**config.mk**
```make
export PLATFORM = sky130hd
export DESIGN_NAME = line_buffer_ctrl
export DESIGN_NICKNAME = d
export VERILOG_FILES = /design/src/rtl/line_buffer_ctrl.sv
export SDC_FILE = /design/constraint.sdc
export NUM_CORES = 1
export LEC_CHECK = 0
export ABC_AREA = 1
export ABC_CLOCK_PERIOD_IN_PS = 2700
export BUFFER_PORTS_ARGS = -buffer_cell sky130_fd_sc_hd__buf_2
export CORE_ASPECT_RATIO = 1.2
export CORE_UTILIZATION = 55
export CTS_CLUSTER_DIAMETER = 100
export CTS_CLUSTER_SIZE = 14
export DETAILED_ROUTE_END_ITERATION = 10
export PLACE_DENSITY = 0.8
export SKIP_CTS_REPAIR_TIMING = 1
export SLEW_MARGIN = 20
export SYNTH_ARGS = -nofsm -noshare
export SYNTH_HDL_FRONTEND = slang
export SYNTH_SLANG_ARGS = --single-unit
```
**constraint.sdc**
```tcl
create_clock -name clk -period 2.7 [get_ports clk]
set_input_delay 0.135 -clock clk [delete_from_list [all_inputs] [get_ports clk]]
set_output_delay 0.135 -clock clk [all_outputs]
set_load 0.01 [all_outputs]
```
**src/rtl/line_buffer_ctrl.sv**
```systemverilog
// Sequencer for the 3x3 window line buffer: tracks frame/line position from vid_io
// timing, drives the ping-pong row RAMs and flags valid windows and line faults.
module line_buffer_ctrl #(
  parameter int MAX_WIDTH = 2048,
  parameter int ADDR_W    = 11,
  parameter int ROW_W     = 12,
  parameter int RD_LEAD   = 2,
  parameter bit VS_POL    = 1'b1
) (
  input  logic              clk,
  input  logic              n_rst,
  input  logic              i_en,
  input  logic              i_vid_vsync,
  input  logic              i_vid_VDE,
  output logic [1:0]        o_wr_en,
  output logic [ADDR_W-1:0] o_wr_addr,
  output logic [ADDR_W-1:0] o_rd_addr,
  output logic              o_rd_sel,
  output logic [ADDR_W-1:0] o_col,
  output logic [ROW_W-1:0]  o_row,
  output logic              o_win_valid,
  output logic              o_frame_start,
  output logic              o_line_done,
  output logic [ADDR_W:0]   o_line_len,
  output logic              o_err_len,
  output logic              o_err_ovf
);

  localparam int CW = ADDR_W + 1;
  localparam int SW = ADDR_W + 2;
  localparam logic [CW-1:0]     COL_MAX  = CW'(MAX_WIDTH);
  localparam logic [CW-1:0]     COL_LAST = CW'(MAX_WIDTH - 1);
  localparam logic [SW-1:0]     RD_LAST  = SW'(MAX_WIDTH - 1);
  localparam logic [SW-1:0]     LEAD     = SW'(RD_LEAD);
  localparam logic [ADDR_W-1:0] A_LAST   = ADDR_W'(MAX_WIDTH - 1);
  localparam logic [ROW_W-1:0]  ROW_SAT  = '1;

  typedef enum logic [1:0] {WAIT_FRAME, LINE_BLANK, LINE_ACTIVE} state_t;

  state_t            r_state, w_state_nxt;
  logic              r_vs_d;
  logic [CW-1:0]     r_col, w_col_nxt;
  logic [ROW_W-1:0]  r_row, w_row_nxt;
  logic              r_bank, w_bank_nxt;

  logic [CW-1:0]     w_len_nxt;
  logic              w_err_len_nxt, w_err_ovf_nxt;
  logic [1:0]        w_wr_en_nxt;
  logic [ADDR_W-1:0] w_wr_addr_nxt, w_rd_addr_nxt, w_col_o_nxt;
  logic              w_rd_sel_nxt, w_win_nxt, w_fs_nxt, w_ld_nxt;

  logic              w_vs_edge;
  logic [CW-1:0]     w_pix_col;
  logic [ADDR_W-1:0] w_col_clamp, w_rd_clamp;
  logic [SW-1:0]     w_rd_sum;

  assign w_vs_edge = (i_vid_vsync == VS_POL) && (r_vs_d != VS_POL);

  // A pixel seen outside LINE_ACTIVE is the first of a line, so its column is 0.
  assign w_pix_col   = (r_state == LINE_ACTIVE) ? r_col : '0;
  assign w_col_clamp = (w_pix_col > COL_LAST) ? A_LAST : w_pix_col[ADDR_W-1:0];
  assign w_rd_sum    = {1'b0, w_pix_col} + LEAD;
  assign w_rd_clamp  = (w_rd_sum > RD_LAST) ? A_LAST : w_rd_sum[ADDR_W-1:0];

  always_comb begin
    w_state_nxt   = r_state;
    w_col_nxt     = r_col;
    w_row_nxt     = r_row;
    w_bank_nxt    = r_bank;
    w_len_nxt     = o_line_len;
    w_err_len_nxt = o_err_len;
    w_err_ovf_nxt = o_err_ovf;
    w_wr_en_nxt   = 2'b00;
    w_wr_addr_nxt = '0;
    w_rd_addr_nxt = '0;
    w_col_o_nxt   = '0;
    w_rd_sel_nxt  = 1'b0;
    w_win_nxt     = 1'b0;
    w_fs_nxt      = 1'b0;
    w_ld_nxt      = 1'b0;

    if (w_vs_edge) begin
      // Frame boundary beats a coincident VDE fall: no line_done for that line.
      w_col_nxt  = '0;
      w_row_nxt  = '0;
      w_bank_nxt = 1'b0;
      if (i_en) begin
        w_state_nxt   = LINE_BLANK;
        w_err_len_nxt = 1'b0;
        w_err_ovf_nxt = 1'b0;
        w_fs_nxt      = 1'b1;
      end else begin
        w_state_nxt = WAIT_FRAME;
      end
    end else if (r_state != WAIT_FRAME) begin
      if (i_vid_VDE) begin
        w_state_nxt   = LINE_ACTIVE;
        w_col_o_nxt   = w_col_clamp;
        w_wr_addr_nxt = w_col_clamp;
        w_rd_addr_nxt = w_rd_clamp;
        w_rd_sel_nxt  = ~r_bank;
        w_win_nxt     = (r_row >= ROW_W'(2)) && (w_pix_col >= CW'(2));
        if (w_pix_col == COL_MAX) begin
          w_err_ovf_nxt = 1'b1;
          w_col_nxt     = COL_MAX;
        end else begin
          w_wr_en_nxt = r_bank ? 2'b10 : 2'b01;
          w_col_nxt   = w_pix_col + CW'(1);
        end
      end else if (r_state == LINE_ACTIVE) begin
        w_state_nxt = LINE_BLANK;
        w_ld_nxt    = 1'b1;
        w_len_nxt   = r_col;
        w_bank_nxt  = ~r_bank;
        w_row_nxt   = (r_row == ROW_SAT) ? r_row : r_row + ROW_W'(1);
        if ((r_row != '0) && (r_col != o_line_len))
          w_err_len_nxt = 1'b1;
      end
    end
  end

  always_ff @(posedge clk) begin
    if (!n_rst) begin
      r_state       <= WAIT_FRAME;
      r_vs_d        <= VS_POL;  // vsync already high at reset is not an edge
      r_col         <= '0;
      r_row         <= '0;
      r_bank        <= 1'b0;
      o_wr_en       <= 2'b00;
      o_wr_addr     <= '0;
      o_rd_addr     <= '0;
      o_rd_sel      <= 1'b0;
      o_col         <= '0;
      o_row         <= '0;
      o_win_valid   <= 1'b0;
      o_frame_start <= 1'b0;
      o_line_done   <= 1'b0;
      o_line_len    <= '0;
      o_err_len     <= 1'b0;
      o_err_ovf     <= 1'b0;
    end else begin
      r_state       <= w_state_nxt;
      r_vs_d        <= i_vid_vsync;
      r_col         <= w_col_nxt;
      r_row         <= w_row_nxt;
      r_bank        <= w_bank_nxt;
      o_wr_en       <= w_wr_en_nxt;
      o_wr_addr     <= w_wr_addr_nxt;
      o_rd_addr     <= w_rd_addr_nxt;
      o_rd_sel      <= w_rd_sel_nxt;
      o_col         <= w_col_o_nxt;
      o_row         <= w_row_nxt;
      o_win_valid   <= w_win_nxt;
      o_frame_start <= w_fs_nxt;
      o_line_done   <= w_ld_nxt;
      o_line_len    <= w_len_nxt;
      o_err_len     <= w_err_len_nxt;
      o_err_ovf     <= w_err_ovf_nxt;
    end
  end

endmodule

```
==> flow_summary.json <==
{
  "outcome": "completed",
  "tns_ns": 0,
  "p_per_area_mw_per_mm2": 459,
  "netlist_area_mm2": 0.00342,
  "arrival_ns": 2.71,
  "ys_top_cells_by_count": "nand2_1, dfxtp_1, inv_1",
  "area_growth_pct": 15.2,
  "crit_fanout": 11,
  "port-buffer-count": 69,
  "tritoncts": "done",
  "grt_usage": 0.294,
  "rsz0062_at_grt": "no",
  "yosysMostFrequentCell": "nand2_1",
  "clkSlewWorstSetupHoldPaths_ns": 0.07,
  "whs_ns": 0.0927,
  "timing.slew.headroom": 0.661,
  "r2r_setup_slack_ns": 0.24,
  "fin_skew_ns": 0.0121,
  "dieArea_mm2": 0.00654,
  "wl_met2_um": 4400,
  "period_share": 0.911,
  "cts_max_level": 3,
  "max_freq_ghz": 0.407,
  "antenna_found_initial": 0,
  "crit_top_cell": "nand2_1",
  "yosys.area.top_type": "dfxtp_1",
  "hold_end": "r_vs_d",
  "r2r-start": "r_state[0]",
  "wl_per_cell_um": 14.3,
  "first_pass_iters": 5,
  "synth_compound_area_frac": 0.105,
  "place_ws_ns": 0.307,
  "gp_congestion": 0.980,
  "yosysUniqueCellTypes": 33,
  "endpoint_kind": "flip-flop",
  "async_reset_ff_frac": 0,
  "gr-total-overflow": 0,
  "antenna_cells": 0,
  "drtIter0Drc": 198,
  "whs_path_depth": 2,
  "die_x_um": 74.0,
  "grt_max_degree": 17,
  "vias": 3233,
  "maxCapViolCount": 0,
  "cts_buffer_depth": 2,
  "synth_edf_count": 0,
  "worstSetupPathType": "reg2reg",
  "reg2regPathDepth": 13,
  "cts_buffers": 9,
  "peakVddDrop_mv": 0.337,
  "slowest_delay_ns": 0.38,
  "finalWorstSetupSlack_ns": 0.242,
  "synth_area_per_cell_um2": 7.48,
  "synth_top_family_by_area": "simple AND/OR/NAND/NOR gates",
  "start_util": 0.569,
  "synth_top_area_share": 0.410,
  "yosysWarnings": 0,
  "wl_um": 8680,
  "viasPerCell": 5.31,
  "yosysSeqAreaShare": 0.410,
  "synth_fp_nets": 471,
  "synth_fa_ha_area_frac": 0.0329,
  "grt_pass1_vias": 3022,
  "wl_met1_um": 3590,
  "crit_chain": "inv_4 -> nand3_2 -> inv_1 -> ha_1 -> nand4_2 -> nor2_4 -> nand3_2 -> nor2_1 -> nand2_1 -> nand2_1 -> nand3_1 -> nand2_1 -> inv_1",
  "pin_count": 70,
  "synth-simple-area-share": 0.287,
  "dp_hpwl_um": 6690,
  "finalHoldViolations": 0,
  "rows": 31,
  "required_ns": 2.95,
  "hold_path_class": "in2reg",
  "layout_min_cycle_time_ns": 2.46,
  "startpoint_type": "flip-flop",
  "synthTopCellsByArea": "dfxtp_1, nand2_1, inv_1",
  "min_from": "n_rst",
  "ys.flop_type": "dfxtp_1",
  "wl_met3_um": 400,
  "synthXorXnorAreaFrac": 0.0538,
  "leakage_nw": 1.88,
  "die_h_um": 88.4,
  "drive_gt1_frac": 0.222,
  "drc": 0,
  "ant_nets": 0,
  "clk_latency_ns": 0.36,
  "slew_viol_final": 0,
  "yosys_register_bits": 70,
  "synth_cells": 457,
  "cts_num_sinks": 70,
  "grt_pass1_wl_um": 14400,
  "rr_endpoint": "o_rd_addr[9]",
  "core_mm2": 0.00601,
  "top_layer_used": "met4",
  "muxShareOfSynthArea": 0,
  "clockRootBuffer": "clkbuf_8",
  "nets": 536,
  "critPathSlowestCell": "dfxtp_1",
  "setup_viol": 0,
  "worst_slew_pin_slew_ns": 0.509
}
[metrics by stage]
| step | power [mW] | instances | utilization | area [um^2] |
|---|---|---|---|---|
| after floorplan | 1.09 | 457 | - | 3420 |
| after global placement | 1.10 | 592 | 0.626 | 3760 |
| after detailed placement | 1.11 | 592 | 0.626 | 3760 |
| after CTS | 1.81 | 608 | 0.654 | 3930 |
| after global routing | 1.86 | 609 | 0.655 | 3940 |
| final | 1.81 | 609 | 0.655 | 3940 |
[area by class of cell]
class                      instances  area (um^2)
tap                               82          103
clock buffer                       9          124
clock inverter                     7         41.3
multi-input combinational        302         1640
timing repair buffer              74          385
inverter                          65          246
sequential                        70         1400
fill                             515         2070
[flip-flops by register name (all words and copies together), names as in the netlist, 2 cells and up]
register    flops
r_row          12
r_col          12
o_line_len     12
o_rd_addr      11
o_col          11
r_state         2
o_wr_en         2
[layer usage]
| layer | vias up | global-route usage |
|---|---|---|
| met5 | - | 0 |
| met2 | 118 | 0.505 |
| li1 | 1592 | - |
| met4 | 0 | 0.168 |
| met1 | 1498 | 0.337 |
| met3 | 25 | 0.0592 |
[logic make-up after synthesis]
kind of cell	count (synthesis)
AOI/OAI and AO/OA	69
xor gates and xnor gates	21
adders and majority gates	9
buffers and inverters	85
DFF	70
and+or+nand+nor	203
[worst max-delay path, delay by kind of cell (launching register included)]
family	cells	cell delay [ns]
adders and majority gates	1	0.21
buffers and inverters	3	0.38
DFF	1	0.38
and+or+nand+nor	9	1.39
[worst max-delay path by stage]
stage | from | end | cells past startpoint
finish | r_state[0] | o_rd_addr[9] | 13
global route | r_state[0] | o_rd_addr[9] | 13
CTS | r_state[0] | o_rd_addr[9] | 13
detailed placement | r_state[0] | o_rd_addr[9] | 13
global placement | r_state[0] | o_rd_addr[3] | 13
floorplan | r_state[0] | o_rd_addr[0] | 14
[where the power goes]
part | total (mW) | internal (mW) | leakage (nW) | switching (mW)
sequential | 1.04 | 1.03 | 0.564 | 0.00319
clock | 0.724 | 0.326 | 0.0885 | 0.398
combinational | 0.0456 | 0.0120 | 1.23 | 0.0336
[cells in the final DEF (no fill, tap or decap)]
cell type | synthesis | routed
a21oi_1 | 30 | 30
a31oi_1 | 1 | 1
and2_1 | 1 | 1
and3_1 | 1 | 1
buf_2 | 1 | 69
buf_4 | 11 | 4
clkbuf_8 | 0 | 9
clkinv_2 | 0 | 5
clkinv_4 | 0 | 1
clkinvlp_4 | 0 | 1
dfxtp_1 | 70 | 70
dlygate4sd3_1 | 0 | 1
ha_1 | 9 | 9
inv_1 | 60 | 60
inv_2 | 4 | 4
inv_4 | 1 | 1
nand2_1 | 80 | 80
nand2_2 | 3 | 3
nand2_4 | 1 | 1
nand3_1 | 43 | 43
nand3_2 | 5 | 5
nand4_1 | 6 | 6
nand4_2 | 1 | 1
nor2_1 | 36 | 36
nor2_2 | 6 | 6
nor2_4 | 7 | 7
nor3_1 | 9 | 9
nor3b_1 | 2 | 2
nor4_1 | 2 | 2
o211ai_1 | 2 | 2
o21ai_0 | 29 | 29
o21ai_1 | 2 | 2
o22ai_1 | 3 | 3
o31ai_1 | 2 | 2
xnor2_1 | 10 | 10
xor2_1 | 11 | 11
(Power assumes the default switching activity.)
